**config.mk**
```make
export PLATFORM = sky130hd
export DESIGN_NAME = spi_req_arbiter
export DESIGN_NICKNAME = d
export VERILOG_FILES = /design/src/rtl/spi_arb_pkg.sv /design/src/rtl/spi_req_arbiter_rr_arbiter.sv /design/src/rtl/spi_req_arbiter.sv
export SDC_FILE = /design/constraint.sdc
export NUM_CORES = 1
export LEC_CHECK = 0
export ABC_AREA = 1
export CORE_MARGIN = 2
export CORE_UTILIZATION = 40
export CTS_CLUSTER_SIZE = 10
export DETAILED_ROUTE_END_ITERATION = 16
export GPL_ROUTABILITY_DRIVEN = 0
export PLACE_DENSITY = 0.78
export SYNTH_ARGS = -nofsm -noshare
export SYNTH_HDL_FRONTEND = slang
export SYNTH_SLANG_ARGS = --single-unit
```
**constraint.sdc**
```tcl
create_clock -name clk -period 2.8 [get_ports clk]
set_clock_uncertainty 0.15 [all_clocks]
set_input_delay 0.56 -clock clk [delete_from_list [all_inputs] [get_ports clk]]
set_output_delay 0.56 -clock clk [all_outputs]
set_load 0.02 [all_outputs]
```
**src/rtl/spi_arb_pkg.sv**
```systemverilog
`default_nettype none
// ============================================================================
// Module   : spi_arb_pkg
// Brief    : Shared FSM encoding and counter width for the SPI request arbiter.
// Revision : 1.0
// ============================================================================
package spi_arb_pkg;

    localparam int c_CNT_W = 8;

    typedef enum logic [2:0] {
        ST_IDLE  = 3'd0,
        ST_SETUP = 3'd1,
        ST_START = 3'd2,
        ST_WAIT  = 3'd3,
        ST_HOLD  = 3'd4
    } arb_state_t;

endpackage
`default_nettype wire

```
**src/rtl/spi_req_arbiter_rr_arbiter.sv**
```systemverilog
`default_nettype none
// ============================================================================
// Module   : rr_arbiter
// Brief    : Combinational round-robin pick: first set request at or after ptr.
// Revision : 1.0
// ============================================================================
module rr_arbiter #(
    parameter int NREQ  = 4,
    parameter int IDX_W = 2
) (
    input  logic [NREQ-1:0]  req,
    input  logic [IDX_W-1:0] ptr,
    input  logic             en,
    output logic [NREQ-1:0]  gnt
);

    always_comb begin
        int  w_idx;
        logic w_found;
        gnt     = '0;
        w_found = 1'b0;
        w_idx   = 0;
        for (int k = 0; k < NREQ; k++) begin
            // ptr < NREQ, so a single subtraction implements the wrap
            w_idx = int'(ptr) + k;
            if (w_idx >= NREQ) begin
                w_idx = w_idx - NREQ;
            end
            if (en && !w_found && req[w_idx]) begin
                gnt[w_idx] = 1'b1;
                w_found    = 1'b1;
            end
        end
    end

endmodule
`default_nettype wire

```
**src/rtl/spi_req_arbiter.sv**
```systemverilog
`default_nettype none
// ============================================================================
// Module   : spi_req_arbiter
// Brief    : Shares one spi_master among NREQ requesters with CS sequencing.
// Revision : 1.0
// ============================================================================
module spi_req_arbiter
    import spi_arb_pkg::*;
#(
    parameter int NREQ     = 4,
    parameter int DW       = 8,
    parameter int CS_SETUP = 2,
    parameter int CS_HOLD  = 2,
    parameter int TIMEOUT  = 255
) (
    input  logic               clk,
    input  logic               rst,
    input  logic [NREQ-1:0]    req,
    input  logic [NREQ*DW-1:0] req_data,
    output logic [NREQ-1:0]    gnt,
    output logic [NREQ-1:0]    done,
    output logic               err,
    output logic [DW-1:0]      rx_data,
    output logic [NREQ-1:0]    ss_n,
    output logic               m_start,
    output logic [DW-1:0]      m_tx_data,
    input  logic               m_busy,
    input  logic               m_done,
    input  logic [DW-1:0]      m_rx_data
);

    localparam int                 c_IDX_W        = (NREQ > 1) ? $clog2(NREQ) : 1;
    localparam logic [c_IDX_W-1:0] c_LAST_IDX     = c_IDX_W'(NREQ - 1);
    localparam logic [c_CNT_W-1:0] c_SETUP_LAST   = c_CNT_W'(CS_SETUP - 1);
    localparam logic [c_CNT_W-1:0] c_HOLD_LAST    = c_CNT_W'(CS_HOLD - 1);
    localparam logic [c_CNT_W-1:0] c_TIMEOUT_LAST = c_CNT_W'(TIMEOUT - 1);

    arb_state_t          r_state;
    arb_state_t          w_state_nxt;
    logic [c_CNT_W-1:0]  r_cnt;
    logic [c_CNT_W-1:0]  w_cnt_nxt;
    logic [c_IDX_W-1:0]  r_ptr;
    logic [c_IDX_W-1:0]  r_gidx;
    logic [NREQ-1:0]     r_gnt;
    logic [NREQ-1:0]     r_done;
    logic                r_err;
    logic                r_abort;
    logic [DW-1:0]       r_rx;
    logic [DW-1:0]       r_tx;

    logic                w_arb_en;
    logic [NREQ-1:0]     w_arb_gnt;
    logic [c_IDX_W-1:0]  w_arb_idx;
    logic                w_load;
    logic                w_capture;
    logic                w_timeout;
    logic                w_finish;

    assign w_arb_en = (r_state == ST_IDLE) && !m_busy;

    rr_arbiter #(
        .NREQ  (NREQ),
        .IDX_W (c_IDX_W)
    ) u_rr_arbiter (
        .req (req),
        .ptr (r_ptr),
        .en  (w_arb_en),
        .gnt (w_arb_gnt)
    );

    always_comb begin
        w_arb_idx = '0;
        for (int k = 0; k < NREQ; k++) begin
            if (w_arb_gnt[k]) begin
                w_arb_idx = c_IDX_W'(k);
            end
        end
    end

    // Next-state logic; one shared counter serves SETUP, WAIT timeout and HOLD
    always_comb begin
        w_state_nxt = r_state;
        w_cnt_nxt   = r_cnt;
        w_load      = 1'b0;
        w_capture   = 1'b0;
        w_timeout   = 1'b0;
        w_finish    = 1'b0;
        case (r_state)
            ST_IDLE: begin
                if (|w_arb_gnt) begin
                    w_load      = 1'b1;
                    w_state_nxt = ST_SETUP;
                    w_cnt_nxt   = '0;
                end
            end
            ST_SETUP: begin
                if (r_cnt == c_SETUP_LAST) begin
                    w_state_nxt = ST_START;
                    w_cnt_nxt   = '0;
                end else begin
                    w_cnt_nxt = r_cnt + 1'b1;
                end
            end
            ST_START: begin
                w_state_nxt = ST_WAIT;
                w_cnt_nxt   = '0;
            end
            ST_WAIT: begin
                // m_done takes priority over a simultaneous timeout
                if (m_done) begin
                    w_capture   = 1'b1;
                    w_state_nxt = ST_HOLD;
                    w_cnt_nxt   = '0;
                end else if (r_cnt == c_TIMEOUT_LAST) begin
                    w_timeout   = 1'b1;
                    w_state_nxt = ST_HOLD;
                    w_cnt_nxt   = '0;
                end else begin
                    w_cnt_nxt = r_cnt + 1'b1;
                end
            end
            ST_HOLD: begin
                if (r_cnt == c_HOLD_LAST) begin
                    w_finish    = 1'b1;
                    w_state_nxt = ST_IDLE;
                    w_cnt_nxt   = '0;
                end else begin
                    w_cnt_nxt = r_cnt + 1'b1;
                end
            end
            default: begin
                w_state_nxt = ST_IDLE;
                w_cnt_nxt   = '0;
            end
        endcase
    end

    always_ff @(posedge clk or negedge rst) begin
        if (!rst) begin
            r_state <= ST_IDLE;
            r_cnt   <= '0;
        end else begin
            r_state <= w_state_nxt;
            r_cnt   <= w_cnt_nxt;
        end
    end

    always_ff @(posedge clk or negedge rst) begin
        if (!rst) begin
            r_gnt   <= '0;
            r_gidx  <= '0;
            r_ptr   <= '0;
            r_done  <= '0;
            r_err   <= 1'b0;
            r_abort <= 1'b0;
            r_rx    <= '0;
            r_tx    <= '0;
        end else begin
            r_done <= '0;
            r_err  <= 1'b0;
            if (w_load) begin
                r_gnt   <= w_arb_gnt;
                r_gidx  <= w_arb_idx;
                r_tx    <= req_data[int'(w_arb_idx)*DW +: DW];
                r_abort <= 1'b0;
            end
            if (w_capture) begin
                r_rx <= m_rx_data;
            end
            if (w_timeout) begin
                r_abort <= 1'b1;
            end
            if (w_finish) begin
                r_gnt  <= '0;
                r_done <= r_gnt;
                r_err  <= r_abort;
                r_ptr  <= (r_gidx == c_LAST_IDX) ? '0 : r_gidx + 1'b1;
            end
        end
    end

    assign gnt       = r_gnt;
    assign ss_n      = ~r_gnt;
    assign done      = r_done;
    assign err       = r_err;
    assign rx_data   = r_rx;
    assign m_tx_data = r_tx;
    assign m_start   = (r_state == ST_START);

endmodule
`default_nettype wire

```
==> reports/qor.csv, run 1 <==
metric;value;unit
multi_input_area;0.00138;mm^2
port_buffers;77;
async_reset_ff_share;100;%
required;2.84;ns
slew_viol_final;0;
cts_max_level;2;
ys_seq_area_share;38.9;%
hp-class;primary input to async pin;
drv_cap;0;
synth.largest_area_cell;dfrtp_1;
mappedNetlistNets;415;
ctsHoldBuffers;0;
path_clk_slew;0.08;ns
cpPeakStageDelay;0.44;ns
critPathKind;flip-flop to flip-flop;
dp_slack;0.0490;ns
vias_per_cell;4.88;
die_height;85.2;um
clock.fmax;403;MHz
firstDrtPassIters;5;
netlist.area_leader.share;38.9;%
drtIter0Drc;108;
cp.depth;16;
start_util;41.6;%
grt_pass1_vias;2526;
netlist_instances;355;
die_area;0.00727;mm^2
clk_latency;0.30;ns
tightest_slew;0.905;ns
drc;0;
cp-end-kind;flip-flop;
ctsResizeCount;0;
yosysWarnings;0;
cts_setup_buffers;0;
cp_num_buf_inv;3;
vias;2553;
slew_headroom;39.7;%
final_cell_mix;nand2_1 (102), clkdlybuf4s50_1 (76), inv_1 (48);
cpMostUsedCell;nand2_1;
core_area;0.00635;mm^2
status;finished, final reports clean;
ios;78;
start_kind;flip-flop;
final_core_util;57.7;%
cp.arrival;2.52;ns
synth_cell_type_count;34;
cp_max_fo;8;
die_x;85.2;um
dp_hpwl;5070;um
final_common_cell;nand2_1;
cts_buffer_depth;2;
crit_family;simple AND/OR/NAND/NOR gates;
fin_crit_sh;88.6;%
post-route-min-period;2.48;ns
avgSynthCellArea;7.44;um^2
cts_buffers;5;
hold_viol;0;
area_growth;38.7;%
synth.area.top_cells;dfrtp_1 (39%), nand2_1 (15%), inv_1 (6.8%), nand3_1 (6.1%), ha_1 (5.7%);
setup_violations;0;
p_per_area;995;mW/mm^2
synth_area;0.00264;mm^2
synth-edff-count;0;
ant_nets;0;
wl;6340;um
grt_max_degree;42;
n_antenna_cell;0;
worstRegToRegCells;16;
rsz0062_at_grt;no;
r2r_slack;0.32;ns
setup_ws;0.320;ns
wl_per_cell;12.1;um
tns;0;ns
ys_ff_latch;41;
fin_nets;505;
cts_tree;built;
p_leak;0.00186;uW
max-vdd-ir-drop;0.000596;V
filler_cell_count;575;
grt_usage;18.3;%
row_count;29;
antenna_found_initial;0;
grt_pass1_wl;11000;um
seqCellArea;0.00103;mm^2
drive_gt1_share;12.1;%
root_buffer;clkbuf_8;
path_cells;inv_1 -> ha_1 -> inv_1 -> nand3_1 -> nand2_1 -> inv_1 -> nor2_4 -> nand3_1 -> nand3_2 -> nand2_2 -> nand2_2 -> nand2_1 -> nand2_1 -> nand2_1 -> nand2_1 -> nand2_1;
clock_sinks;41;
gr-total-overflow;0;
cp_slowest_cell;dfrtp_1;
synth_flop_cell;dfrtp_1;
-- final cells by class --
class / count / share of cell area (%)
well taps: 77 / 2.63
repair buffers: 89 / 23.4
clock inverters: 1 / 0.820
clock buffers: 7 / 2.36
multi-input cells: 259 / 37.8
flip-flops and latches: 41 / 28.0
inverters: 49 / 5.02
-- sequential cells by signal, summed over array words and instances (netlist names), 2 cells and up --
name / flops
r_gidx: 2
gnt: 4
rx_data: 8
done: 4
m_tx_data: 8
r_cnt: 8
r_state: 3
r_ptr: 2
-- per-layer routing --
| layer | part of all wire (%) | vias to the layer above | wire [um] | global-route usage [%] |
|---|---|---|---|---|
| li1 | - | 1296 | - | - |
| met1 | 43 | 1167 | 2750 | 23.0 |
| met2 | 49 | 83 | 3130 | 32.2 |
| met3 | 6.2 | 7 | 391 | 3.79 |
| met4 | 0.96 | 0 | 61 | 4.18 |
| met5 | 0 | - | 0 | 0 |
-- metrics by stage --
step | area [um^2] | cells | hold slack (ns) | total power [uW]
after floorplan | 2640 | 355 | 0.114 | 2420
after global placement | 3540 | 515 | 0.314 | 3130
after detailed placement | 3540 | 515 | 0.321 | 3170
after CTS | 3660 | 523 | 0.270 | 3670
after global routing | 3660 | 523 | 0.311 | 3970
final | 3660 | 523 | 0.243 | 3640
-- worst reg2reg max path, stage by stage (launching register included) --
cell     delay [ns]
dfrtp_1        0.44
inv_1          0.09
ha_1           0.31
inv_1          0.09
nand3_1        0.07
nand2_1        0.11
inv_1          0.08
nor2_4         0.18
nand3_1        0.11
nand3_2        0.15
nand2_2        0.15
nand2_2        0.18
nand2_1        0.07
nand2_1        0.06
nand2_1        0.04
nand2_1        0.06
nand2_1        0.05
-- power by group --
| part | total, uW | switching (uW) | internal, uW |
|---|---|---|---|
| clock network | 489 | 198 | 291 |
| logic | 2230 | 1320 | 912 |
| registers | 920 | 131 | 789 |
| total | 3640 | 1650 | 1990 |
-- final timing paths --
path	startpoint	end
worst max register to register	r_ptr[1]	m_tx_data[5]
max in group asynchronous	rst	r_state[0]
worst max-delay path	r_ptr[1]	m_tx_data[5]
min in group clk	m_tx_data[7]	m_tx_data[7]
worst min register to register	m_tx_data[7]	m_tx_data[7]
worst min-delay path	rst	gnt[2]
-- logic make-up (layout without fill, tap and decap cells) --
group / Yosys count / in the layout / synth area share (%)
simple gates: 215 / 215 / 37.8
buf+inv: 55 / 146 / 8.77
flops: 41 / 41 / 38.9
compound gates: 21 / 21 / 4.46
fa+ha+maj: 12 / 12 / 5.69
mux: 8 / 8 / 3.41
xor+xnor: 3 / 3 / 0.995
-- Yosys cell counts (2+ instances only) --
library cell / count
nand2_1: 102
inv_1: 48
dfrtp_1: 41
nor2_1: 38
nand3_1: 32
ha_1: 12
mux2_2: 8
nor3_1: 8
o21ai_0: 8
nand2_2: 7
nor2_2: 6
o21ai_1: 5
nand4_1: 4
nor2_4: 4
a21oi_1: 3
or2_2: 3
xor2_1: 3
buf_2: 2
buf_4: 2
buf_6: 2
nand3_2: 2
nand3b_1: 2
or2_0: 2
(Power assumes the default switching activity.)
==> inputs of run 2 (changes only) <==
--- a/config.mk
+++ b/config.mk
@@ -12,6 +12,7 @@
 export DETAILED_ROUTE_END_ITERATION = 16
 export GPL_ROUTABILITY_DRIVEN = 0
 export PLACE_DENSITY = 0.78
+export SLEW_MARGIN = 10
 export SYNTH_ARGS = -nofsm -noshare
 export SYNTH_HDL_FRONTEND = slang
 export SYNTH_SLANG_ARGS = --single-unit
==> constraint.sdc (replaced) <==
create_clock -name clk -period 2.8 [get_ports clk]
set_clock_uncertainty 0.15 [all_clocks]
set_input_delay 0.56 -clock clk [delete_from_list [all_inputs] [get_ports clk]]
set_output_delay 0.56 -clock clk [all_outputs]
set_load 0.005 [all_outputs]
==> results of run 2 <==
The final DEF is identical to that of run 1. Status: finished, final reports clean.
Among the figures that moved: total power 3640 uW -> 3470 uW; worst IR drop on VDD 0.000596 V -> 0.000570 V
==> inputs of run 3 (changes only) <==
--- a/config.mk
+++ b/config.mk
@@ -6,12 +6,16 @@
 export NUM_CORES = 1
 export LEC_CHECK = 0
 export ABC_AREA = 1
+export CELL_PAD_IN_SITES_DETAIL_PLACEMENT = 1
+export CELL_PAD_IN_SITES_GLOBAL_PLACEMENT = 1
 export CORE_MARGIN = 2
 export CORE_UTILIZATION = 40
 export CTS_CLUSTER_SIZE = 10
 export DETAILED_ROUTE_END_ITERATION = 16
+export DONT_BUFFER_PORTS = 1
 export GPL_ROUTABILITY_DRIVEN = 0
-export PLACE_DENSITY = 0.78
+export PLACE_DENSITY = 0.81
+export REMOVE_ABC_BUFFERS = 1
 export SLEW_MARGIN = 10
 export SYNTH_ARGS = -nofsm -noshare
 export SYNTH_HDL_FRONTEND = slang
==> reports/qor.csv, run 3 (synthesized netlist as in run 1, its figures left out) <==
metric;value;unit;change
final_cell_area;0.00294;mm^2;-20%
grtUsageMet1;24.6;%;+1.6 points
start_util;41.6;%;unchanged
cpPeakStageDelay;0.40;ns;-0.04 ns
slew_headroom;73.6;%;+34 points
gr-total-overflow;0;;unchanged
hp-class;primary input to flip-flop;;
hold_viol;0;;unchanged
clock_sinks;41;;unchanged
slew_viol_final;0;;unchanged
crit_family;simple AND/OR/NAND/NOR gates;;
clock.fmax;385;MHz;-4.4%
place_area;0.00274;mm^2;-23%
cp.depth;15;;-1
max-vdd-ir-drop;0.000412;V;
dp_slack;0.105;ns;+0.0560 ns
ios;78;;unchanged
start_kind;flip-flop;;
fin_crit_sh;92.7;%;+4.1 points
core_area;0.00635;mm^2;unchanged
grt_pass1_wl;11900;um;+8.4%
cp_max_fo;11;;+3
drv_cap;0;;unchanged
r2r_slack;0.21;ns;-0.11 ns
drc;0;;unchanged
setup_ws;0.205;ns;-0.114 ns
firstDrtPassIters;4;;-1
row_count;29;;unchanged
placedCellCount;433;;-16%
antenna_found_initial;0;;unchanged
vias;2284;;-11%
n_antenna_cell;0;;unchanged
status;finished, final reports clean;;
use_met2;35.7;%;+3.5 points
stdcell_count;445;;-15%
hold-path-cell-count;1;;
area_growth;11.2;%;
drive_gt1_share;14.9;%;+2.8 points
path_cells;inv_2 -> ha_1 -> inv_1 -> nand3_1 -> nand2_1 -> inv_1 -> nor2_4 -> nand3_1 -> nand4_1 -> nor2_2 -> nand2_4 -> inv_1 -> buf_4 -> nand2_1 -> nand3_1;;
fin_nets;427;;-15%
ant_nets;0;;unchanged
die_x;85.2;um;unchanged
rsz0062_at_grt;no;;
cts_tree;built;;
gr-max-usage-layer;met2;;
p_per_area;1110;mW/mm^2;
wl_per_cell;15.8;um;+31%
cts_buffer_depth;2;;unchanged
cp.arrival;2.63;ns;+0.11 ns
required;2.83;ns;about the same
grt_max_degree;42;;unchanged
vias_per_cell;5.13;;+5.1%
cts_max_level;2;;unchanged
wl;7050;um;+11%
critPathKind;flip-flop to flip-flop;;
port_buffers;0;;-100%
cp_num_buf_inv;5;;+2
drtIter0Drc;95;;-12%
tightest_slew;0.393;ns;-0.511 ns
die_height;85.2;um;unchanged
root_buffer;clkbuf_8;;
p_leak;0.00158;uW;-15%
final_common_cell;nand2_1;;
cp_slowest_cell;dfrtp_1;;
cts_buffers;5;;unchanged
grt_pass1_vias;2488;;-1.5%
grt_usage;20.5;%;+2.2 points
post-route-min-period;2.59;ns;+0.114 ns
setup_violations;0;;unchanged
final_cell_mix;nand2_1 (101), inv_1 (48), dfrtp_1 (40);;
clk_latency;0.31;ns;about the same
dp_hpwl;5450;um;+7.5%
met3_usage;5.74;%;+1.9 points
worstRegToRegCells;15;;-1
total_power;3270;uW;
die_area;0.00727;mm^2;unchanged
path_clk_slew;0.09;ns;about the same
cp-end-kind;flip-flop;;
[run 3: final cells by class]
type	count	area [um^2]
clock buffer	5	68.8
clock inverter	3	68.8
fill	796	3410
inverter	49	184
multi-input combinational	259	1390
sequential	41	1030
tap	77	96.3
timing repair buffer	11	97.6
[run 3: per-layer routing]
layer | vias up | routed length, um | part of all wire, %
met2 | 66 | 3450 | 49
met4 | 0 | 135 | 1.9
met1 | 1070 | 3060 | 43
li1 | 1137 | - | -
met5 | - | 0 | 0
met3 | 11 | 403 | 5.7
[run 3: worst paths after layout]
| kind | from | endpoint |
|---|---|---|
| min reg2reg | r_gidx[1] | r_gidx[1] |
| max reg2reg | r_ptr[0] | r_gidx[0] |
| max in group asynchronous | rst | r_ptr[1] |
| max | r_ptr[0] | r_gidx[0] |
| min | m_done | r_abort |
| min in group asynchronous | rst | m_tx_data[6] |
[run 3: what timing repair did]
action	CTS	global route
endpoints found under the hold margin	41	0
buffers inserted	0	2
hold buffers	2	0
resized for setup	0	4
setup endpoints to repair	0	19
[run 3: where the power goes]
group          switching [uW]  internal [uW]  leakage, uW
Sequential                176            791     0.000536
Combinational            1130            587     0.000971
Clock                     225            359    0.0000687
[run 3: stage by stage]
step                utilization [%]  setup TNS, ns  hold slack, ns
finish                         46.2              0           0.205
global route                   46.2              0           0.205
CTS                            45.8              0           0.198
detailed placement             43.2              0           0.115
global placement               43.2              0           0.115
floorplan                         -        -0.0846           0.114
